$ cat config.mk
export PLATFORM = sky130hd
export DESIGN_NAME = pm_access_arbiter
export DESIGN_NICKNAME = d
export VERILOG_FILES = /design/src/rtl/pm_access_arbiter.sv
export SDC_FILE = /design/constraint.sdc
export NUM_CORES = 1
export LEC_CHECK = 0
export ABC_AREA = 1
export ABC_CLOCK_PERIOD_IN_PS = 2500
export BUFFER_PORTS_ARGS = -buffer_cell sky130_fd_sc_hd__buf_2
export CAP_MARGIN = 15
export CORE_ASPECT_RATIO = 1.4
export CORE_UTILIZATION = 36
export DETAILED_ROUTE_END_ITERATION = 12
export GPL_TIMING_DRIVEN = 0
export PLACE_DENSITY = 0.83
export SLEW_MARGIN = 30
export SYNTH_ARGS = -nofsm -noshare
export SYNTH_HDL_FRONTEND = slang
export SYNTH_SLANG_ARGS = --single-unit
$ cat constraint.sdc
create_clock -name clk -period 2.5 [get_ports clk]
set_input_delay 0.375 -clock clk [delete_from_list [all_inputs] [get_ports clk]]
set_output_delay 0.375 -clock clk [all_outputs]
set_load 0.01 [all_outputs]
$ cat src/rtl/pm_access_arbiter.sv
// Arbitrates the single program memory between the processor fetch path and a host loader port.
// The processor is stalled and fed NOP_INSTR for every cycle the host owns the memory.
module pm_access_arbiter #(
    parameter int                ADDR_W    = 8,
    parameter int                DATA_W    = 8,
    parameter logic [DATA_W-1:0] NOP_INSTR = 8'h00
) (
    input  logic              clk,
    input  logic              reset,
    input  logic [ADDR_W-1:0] cpu_pm_address,
    output logic [DATA_W-1:0] cpu_pm_data,
    output logic              cpu_stall,
    input  logic              host_req,
    input  logic              host_we,
    input  logic [ADDR_W-1:0] host_addr,
    input  logic [DATA_W-1:0] host_wdata,
    input  logic              host_lock,
    output logic              host_ack,
    output logic [DATA_W-1:0] host_rdata,
    output logic [ADDR_W-1:0] mem_addr,
    output logic [DATA_W-1:0] mem_wdata,
    output logic              mem_we,
    input  logic [DATA_W-1:0] mem_rdata
);

    typedef enum logic [1:0] {
        S_CPU    = 2'd0,
        S_ACCESS = 2'd1,
        S_ACK    = 2'd2
    } state_t;

    state_t state;
    state_t state_next;
    logic   in_access;

    // NOTE: sequential state uses non-blocking assignments so every register samples pre-edge values.
    always_ff @(posedge clk or negedge reset) begin
        if (!reset) begin
            state <= S_CPU;
        end else begin
            state <= state_next;
        end
    end

    always_ff @(posedge clk or negedge reset) begin
        if (!reset) begin
            host_rdata <= '0;
        end else if (state == S_ACCESS && !host_we) begin
            host_rdata <= mem_rdata;
        end
    end

    // NOTE: state_next gets a default before the case so no latch can be inferred.
    always_comb begin
        state_next = state;
        case (state)
            S_CPU:    if (host_req) state_next = S_ACCESS;
            S_ACCESS: state_next = S_ACK;
            S_ACK:    state_next = host_req ? S_ACCESS : S_CPU;
            default:  state_next = S_CPU;
        endcase
    end

    // Memory and stall controls decode from the state register only; host_req never reaches the memory.
    assign in_access   = (state == S_ACCESS);
    assign mem_addr    = in_access ? host_addr : cpu_pm_address;
    assign mem_wdata   = host_wdata;
    assign mem_we      = in_access & host_we;
    assign cpu_stall   = in_access | host_lock;
    assign cpu_pm_data = cpu_stall ? NOP_INSTR : mem_rdata;
    assign host_ack    = (state == S_ACK);

endmodule

==> out/metrics.yaml, run 1 <==
p_leak_nw: 0.705
portBuffers: 63
grt_usage_pct: 17.9
core_um2: 1760
syn_area_per_cell_um2: 6.99
synth_top_area_cell: "dfrtp_1"
clk_latency_ns: 0.27
place.gp.congestion: 0.657
hold_class: "in -> reg"
vias: 848
skew_ns: 0.00209
critPathLaunchType: "flip-flop"
crit_path_end_kind: "output pin"
grt_remaining_overflow: 0
clkTransAtPathRegs_ns: 0.06
cts-root-buf: "clkbuf_4"
cts_resized: 0
drtPass1Iterations: 4
r2r_setup_slack_ns: 1.50
ioPinCount: 72
hold_viol: 0
routed_wirelength_mm: 1.75
relSlewSlack_pct: 84.4
post-dp-hpwl_mm: 1.40
rsz0062_at_grt: "no"
hold-worst-slack_ns: 0.313
antenna_found_initial: 0
seq_area_frac_synth_pct: 37.3
finalSetupTns_ns: 0
setup_viol: 0
die_h_um: 53.1
layout_common_cells: "buf_2 (63), nand2_1 (40), inv_1 (11), nor2_1 (11)"
fmax_mhz: 610
diodes: 0
worstMarginPinSlew_ns: 0.234
endpoint: "cpu_pm_data[6]"
cts_buffer_depth: 2
fin_nets: 202
path_class: "reg -> out"
wire_per_inst_um: 9.52
synthTopCellsByArea: "dfrtp_1 (37%), nand2_1 (22%), buf_4 (11%), nand4_1 (7.5%), inv_1 (6.2%)"
slew_viol_final: 0
ant_nets: 0
syn_area_um2: 671
required_ns: 2.12
die_area_um2: 2040
drive_gt1_share_pct: 50.6
cts.sinks: 10
yosysUniqueCellTypes: 11
power.density_nw_per_um2: 523
die_w_um: 38.5
drv_cap: 0
status: "finished clean"
grt_pass1_vias: 625
drc: 0
finalCritPeriodShare_pct: 65.6
post_cts_buffers: 0
drt_iter0_drc: 16
syn_to_final_growth_pct: 57.6
mostFrequentLayoutCell: "buf_2"
synth_top_area_share_pct: 37.3
synth_cells: 96
floorplan.initialDensity_pct: 38.2
cts_max_level: 1
tritoncts: "yes"
reg2regPathDepth: 5
fill_cells: 162
cp_max_fo: 10
vdd_drop_max_uv: 219
arrival_ns: 1.26
row_count: 18
timing.rr.start: "state[1]"
vias_per_cell: 4.61
cts_made_buffers: 3
synth.net_count: 133
startpoint: "state[0]"
grt_max_degree: 11
period_needed_ns: 1.64
yosysWarningCount: 0
synth.ff_latch_count: 10
r2r_end: "host_rdata[2]"
grt_pass1_wl_mm: 2.46
layer usage:
layer,global-route usage [%],vias to the layer above,routed length (um)
li1,-,422,-
met1,17.9,369,641
met2,31.6,53,913
met3,2.52,4,156
met4,13.8,0,40
met5,0,-,0
sequential cells by signal (all words and copies together) (netlist names):
name,count
state,2
host_rdata,8
synth_stat cells:
master / n
nand4_1: 8
nand3_4: 1
nor2_1: 11
nand2_1: 40
nand2_8: 1
dfrtp_1: 10
inv_2: 2
nand2_2: 1
buf_6: 1
buf_4: 10
inv_1: 11
cell type report:
class	instances	area (um2)	share of cell area, %
inverter	13	48.8	4.62
sequential	10	250	23.7
multi-input combinational	62	285	27.0
buffer	11	86.3	8.17
timing repair buffer	64	325	30.8
tap	20	25.0	2.37
clock buffer	4	36.3	3.43
through the flow:
| step | instances | worst slack [ns] | utilization, % | total power [W] | cell area (um2) |
|---|---|---|---|---|---|
| after detailed placement | 179 | 1.15 | 57.5 | 0.000409 | 1010 |
| after global routing | 184 | 0.748 | 60.2 | 0.000587 | 1060 |
| after global placement | 179 | 1.17 | 57.5 | 0.000403 | 1010 |
| after CTS | 184 | 0.853 | 60.2 | 0.000556 | 1060 |
| after floorplan | 96 | 1.24 | - | 0.000316 | 671 |
| final | 184 | 0.860 | 60.2 | 0.000553 | 1060 |
where the power goes:
part	leakage [nW]	internal, W	switching [W]
clock	0.0210	0.0000886	0.0000578
combinational	0.559	0.0000913	0.000110
sequential	0.125	0.000191	0.0000146
logic make-up after synthesis:
group	Yosys count	synth area share [%]
AND/OR/NAND/NOR	62	42.5
buffers and inverters	24	20.1
flip-flops	10	37.3
timing repair:
item / in CTS / in global routing
setup endpoints to repair: 0 / 0
hold buffers: 1 / 0
endpoints found under the hold margin: 10 / 0
critical path: stages (launching register included):
cell and delay (ns):
dfrtp_1 0.43, nand2_2 0.11, buf_6 0.16, nand2_8 0.08, nor2_1 0.09, buf_2 0.13
worst min-delay path by stage:
stage / from / to / slack [ns] / depth (start not counted)
after global routing: host_req / state[0] / 0.33 / 3
final: host_req / state[0] / 0.31 / 3
after global placement: reset / host_rdata[3] / 0.24 / 1
after CTS: host_req / state[0] / 0.31 / 3
after floorplan: reset / host_rdata[0] / 0.08 / 0
after detailed placement: reset / host_rdata[0] / 0.25 / 1
Power figures use the tool's default switching activity.
==> inputs of run 2 (changes only) <==
--- a/config.mk
+++ b/config.mk
@@ -6,14 +6,14 @@
 export NUM_CORES = 1
 export LEC_CHECK = 0
 export ABC_AREA = 1
-export ABC_CLOCK_PERIOD_IN_PS = 2500
+export ABC_CLOCK_PERIOD_IN_PS = 1700
 export BUFFER_PORTS_ARGS = -buffer_cell sky130_fd_sc_hd__buf_2
 export CAP_MARGIN = 15
 export CORE_ASPECT_RATIO = 1.4
-export CORE_UTILIZATION = 36
+export CORE_UTILIZATION = 34
 export DETAILED_ROUTE_END_ITERATION = 12
 export GPL_TIMING_DRIVEN = 0
-export PLACE_DENSITY = 0.83
+export PLACE_DENSITY = 0.79
 export SLEW_MARGIN = 30
 export SYNTH_ARGS = -nofsm -noshare
 export SYNTH_HDL_FRONTEND = slang
==> constraint.sdc (replaced) <==
create_clock -name clk -period 1.7 [get_ports clk]
set_input_delay 0.255 -clock clk [delete_from_list [all_inputs] [get_ports clk]]
set_output_delay 0.255 -clock clk [all_outputs]
set_load 0.01 [all_outputs]
==> run 2 against run 1 <==
Combinational power grew 46%; clock power grew 9%; worst hold slack lost 0.13 ns; design area shrank 1.3%; sequential cell count is the same; first-iteration DRC count grew 6.3%; largest cell class unchanged; total power grew 37%.
==> out/metrics.yaml, run 2 (synthesis gave the netlist of run 1 again) <==
status: "finished clean"
rsz0062_at_grt: "no"
dp.cells: 179
cp_top_family: "flip-flops"
die_area_um2: 2160
routed_wirelength_mm: 1.82
post_cts_buffers: 0
clkTransAtPathRegs_ns: 0.06
post-route-util_pct: 57.9
p_leak_nw: 0.697
period_needed_ns: 1.56
hold-worst-slack_ns: 0.188
grt_pass1_wl_mm: 2.76
ant_nets: 0
vias: 805
regMostFlops: "host_rdata"
drtPass1Iterations: 4
drc: 0
die_w_um: 39.5
grt_pass1_vias: 704
finalCritPeriodShare_pct: 91.9
hold_viol: 0
layout_common_cells: "buf_2 (63), nand2_1 (40), inv_1 (11), nor2_1 (11)"
wire_per_inst_um: 9.92
diodes: 0
setup_viol: 0
grt_max_degree: 11
drive_gt1_share_pct: 50.3
critPathLaunchType: "flip-flop"
grt_remaining_overflow: 0
worstPathCellList: "nand2_2 -> buf_6 -> nand2_8 -> nor2_1 -> buf_2"
cts.sinks: 10
vias_per_cell: 4.40
path_buf_inv: 2
core_um2: 1800
worstMarginPinSlew_ns: 0.224
relSlewSlack_pct: 85.1
hold_class: "in -> reg"
grt-busiest-layer: "met2"
slew_viol_final: 0
die_h_um: 54.6
skew_ns: 0.000805
clk_latency_ns: 0.26
row_count: 18
syn_to_final_growth_pct: 55.6
pre_cts_ws_ns: 0.455
largest_reg_flops: 8
ioPinCount: 72
antenna_found_initial: 0
cts_buffer_depth: 2
cts_made_buffers: 3
fin_nets: 202
fmax_mhz: 640
max_stage_delay_ns: 0.42
post-dp-hpwl_mm: 1.50
final_cells: 183
cts_max_level: 1
cts-root-buf: "clkbuf_4"
largest_registers: "host_rdata (8), state (2)"
grt_use_met1_pct: 23.3
finalSetupTns_ns: 0
use_met3_pct: 2.44
grtUsageMet2_pct: 29.2
place.gp.congestion: 0.727
arrival_ns: 1.31
cp_max_fo: 10
cp_slowest_cell: "dfrtp_1"
drv_cap: 0
mostFrequentLayoutCell: "buf_2"
floorplan.initialDensity_pct: 37.2
tritoncts: "yes"
power.density_nw_per_um2: 723
vdd_drop_max_uv: 374
crit_path_end_kind: "output pin"
drt_iter0_drc: 17
portBuffers: 63
path_class: "reg -> out"
required_ns: 1.44
grt_usage_pct: 18.4
postLayoutSetupSlackWorst_ns: 0.137
## run 2: cell types whose count changed in the layout (fill, tap and decap cells not counted), sizes merged
cell | previous run | this run
clkbuf | 4 | 3
## run 2: area by class of cell
class                      count  area, um2
buffer                        11       86.3
clock buffer                   3       22.5
fill                         167        758
inverter                      13       48.8
multi-input combinational     62        285
sequential                    10        250
tap                           20       25.0
timing repair buffer          64        325
## run 2: stage by stage
| step | power, W | cell area (um2) |
|---|---|---|
| after floorplan | 0.000465 | 671 |
| after global placement | 0.000593 | 1010 |
| after detailed placement | 0.000603 | 1010 |
| after CTS | 0.000768 | 1040 |
| after global routing | 0.000817 | 1040 |
| final | 0.000755 | 1040 |
## run 2: per-layer routing
metal  part of all wire [%]  routed length [um]
met1                     40                 726
met4                    1.9                  34
met2                     50                 906
met5                      0                   0
met3                    8.2                 148
## run 2: report_power, final
group / total (W) / internal (W) / switching [W]
sequential: 0.000303 / 0.000281 / 0.0000226
combinational: 0.000293 / 0.000134 / 0.000159
clock: 0.000159 / 0.0000816 / 0.0000769
total: 0.000755 / 0.000496 / 0.000258
## run 2: worst min-delay path: stages
cell	delay [ns]
buf_2	0.09
inv_1	0.04
nor2_1	0.03
## run 2: worst paths after layout
path                                  end     startpoint  slack, ns  cells past startpoint
setup / recovery           cpu_pm_data[6]       state[0]       0.14                      5
hold / removal                   state[0]       host_req       0.19                      3
setup reg to reg            host_rdata[2]       state[1]       0.72                      5
hold reg to reg             host_rdata[3]  host_rdata[3]       0.46                      2
max in group asynchronous        state[0]          reset       1.13                      2
min in group asynchronous   host_rdata[0]          reset       0.39                      2
## run 2: what timing repair did
action	4_1_cts	5_1_grt
endpoints found under the hold margin	10	0
hold buffers	1	0
resized for setup	0	0
==> inputs of run 3 (changes only) <==
--- a/config.mk
+++ b/config.mk
@@ -10,10 +10,11 @@
 export BUFFER_PORTS_ARGS = -buffer_cell sky130_fd_sc_hd__buf_2
 export CAP_MARGIN = 15
 export CORE_ASPECT_RATIO = 1.4
-export CORE_UTILIZATION = 34
+export CORE_UTILIZATION = 35
+export CTS_BUF_LIST = sky130_fd_sc_hd__clkbuf_2 sky130_fd_sc_hd__clkbuf_4 sky130_fd_sc_hd__clkbuf_8
 export DETAILED_ROUTE_END_ITERATION = 12
 export GPL_TIMING_DRIVEN = 0
-export PLACE_DENSITY = 0.79
+export PLACE_DENSITY = 0.81
 export SLEW_MARGIN = 30
 export SYNTH_ARGS = -nofsm -noshare
 export SYNTH_HDL_FRONTEND = slang
==> run 3 against run 2 <==
Sequential cell count unchanged; combinational power about the same; clock skew about the same; utilization up 0.73 points; via count up 6.1%; critical path depth unchanged; final cell count unchanged; clock power down 3%; non-clock buffer count unchanged.
==> out/metrics.yaml, run 3 (synthesis gave the netlist of run 1 again) <==
status: "finished clean"
cts_max_level: 1
die_h_um: 53.8
portBuffers: 63
crit_path_end_kind: "output pin"
p_leak_nw: 0.697
antenna_found_initial: 0
clkTransAtPathRegs_ns: 0.06
p_sw_w: 0.000258
cts-root-buf: "clkbuf_4"
tritoncts: "yes"
drive_gt1_share_pct: 50.3
slew_viol_final: 0
fill_cells: 155
required_ns: 1.44
die_area_um2: 2100
p_seq_share_pct: 40.3
diodes: 0
grt_pass1_vias: 700
routed_wirelength_mm: 1.83
ant_nets: 0
post_cts_buffers: 0
vdd_drop_max_uv: 369
arrival_ns: 1.27
drt_iter0_drc: 18
hold_viol: 0
critPathLaunchType: "flip-flop"
fin_nets: 202
place.gp.congestion: 0.732
cp_slowest_cell: "dfrtp_1"
vias: 854
fmax_mhz: 654
floorplan.initialDensity_pct: 37.7
finalSetupTns_ns: 0
regMostFlops: "host_rdata"
cp_top_family: "flip-flops"
share_comb_of_total_power_pct: 39.2
drc: 0
grt_usage_pct: 17.5
clk_latency_ns: 0.25
mostFrequentLayoutCell: "buf_2"
worstMarginPinSlew_ns: 0.223
relSlewSlack_pct: 85.1
period_needed_ns: 1.53
grt_remaining_overflow: 0
post-route-util_pct: 58.6
syn_to_final_growth_pct: 55.6
cp_max_fo: 10
regArea_um2: 250
hold_class: "in -> reg"
cts.sinks: 10
rsz0062_at_grt: "no"
setup_viol: 0
grt_max_degree: 11
power.density_nw_per_um2: 723
grt_pass1_wl_mm: 2.64
largest_reg_flops: 8
cts_resized: 0
multi_input_area_um2: 285
die_w_um: 39.0
intPower_w: 0.000496
wire_per_inst_um: 9.99
worstPathCellList: "nand2_2 -> buf_6 -> nand2_8 -> nor2_1 -> buf_2"
drv_cap: 0
cts_made_buffers: 3
path_class: "reg -> out"
vias_per_cell: 4.67
sw_frac_of_total_pct: 34.2
clkPwrFrac_pct: 20.5
pre_cts_ws_ns: 0.463
drtPass1Iterations: 4
postCtsHoldBufs: 1
core_um2: 1780
post-dp-hpwl_mm: 1.54
max_stage_delay_ns: 0.43
largest_registers: "host_rdata (8), state (2)"
finalCritPeriodShare_pct: 89.9
cts_buffer_depth: 2
row_count: 18
postLayoutSetupSlackWorst_ns: 0.172
ioPinCount: 72
layout_common_cells: "buf_2 (63), nand2_1 (40), inv_1 (11), nor2_1 (11)"
path_buf_inv: 2
skew_ns: 0.00112
[run 3: metrics by stage]
step | hold WS (ns) | total power, W | area (um2) | cells
floorplan | -0.0406 | 0.000465 | 671 | 96
global placement | 0.119 | 0.000593 | 1010 | 179
detailed placement | 0.125 | 0.000605 | 1010 | 179
CTS | 0.196 | 0.000761 | 1040 | 183
global route | 0.210 | 0.000808 | 1040 | 183
finish | 0.198 | 0.000754 | 1040 | 183
[run 3: tightest hold or removal path: stages]
cell and delay, ns:
buf_2 0.09, inv_1 0.04, nor2_1 0.03
[run 3: area by class of cell]
type | count | share of cell area (%)
buffer | 11 | 8.27
clock buffer | 3 | 2.16
inverter | 13 | 4.68
multi-input combinational | 62 | 27.3
sequential | 10 | 24.0
tap | 20 | 2.40
timing repair buffer | 64 | 31.2
[run 3: per-layer routing]
metal	GRT usage, %	vias to the layer above	part of all wire, %
met4	6.90	0	1.4
met5	0	-	0
li1	-	416	-
met3	1.24	4	8.6
met2	31.1	62	53
met1	21.2	372	37
[run 3: worst paths after layout]
kind	start	endpoint	slack, ns	cells after the start
worst max-delay path	state[0]	cpu_pm_data[3]	0.17	5
worst min-delay path	host_req	state[0]	0.20	3
worst max register to register	state[1]	host_rdata[0]	0.71	5
worst min register to register	host_rdata[7]	host_rdata[7]	0.46	2
max in group asynchronous	reset	host_rdata[4]	1.13	2
min in group asynchronous	reset	host_rdata[7]	0.38	2
[run 3: power groups by stage]
stage          combinational (W)  sequential, W  clock [W]
2_1_floorplan           0.000139       0.000326          0
3_3_place_gp            0.000288       0.000304          0
3_5_place_dp            0.000296       0.000308          0
4_1_cts                 0.000299       0.000304   0.000157
5_1_grt                 0.000332       0.000308   0.000167
6_report                0.000296       0.000304   0.000154
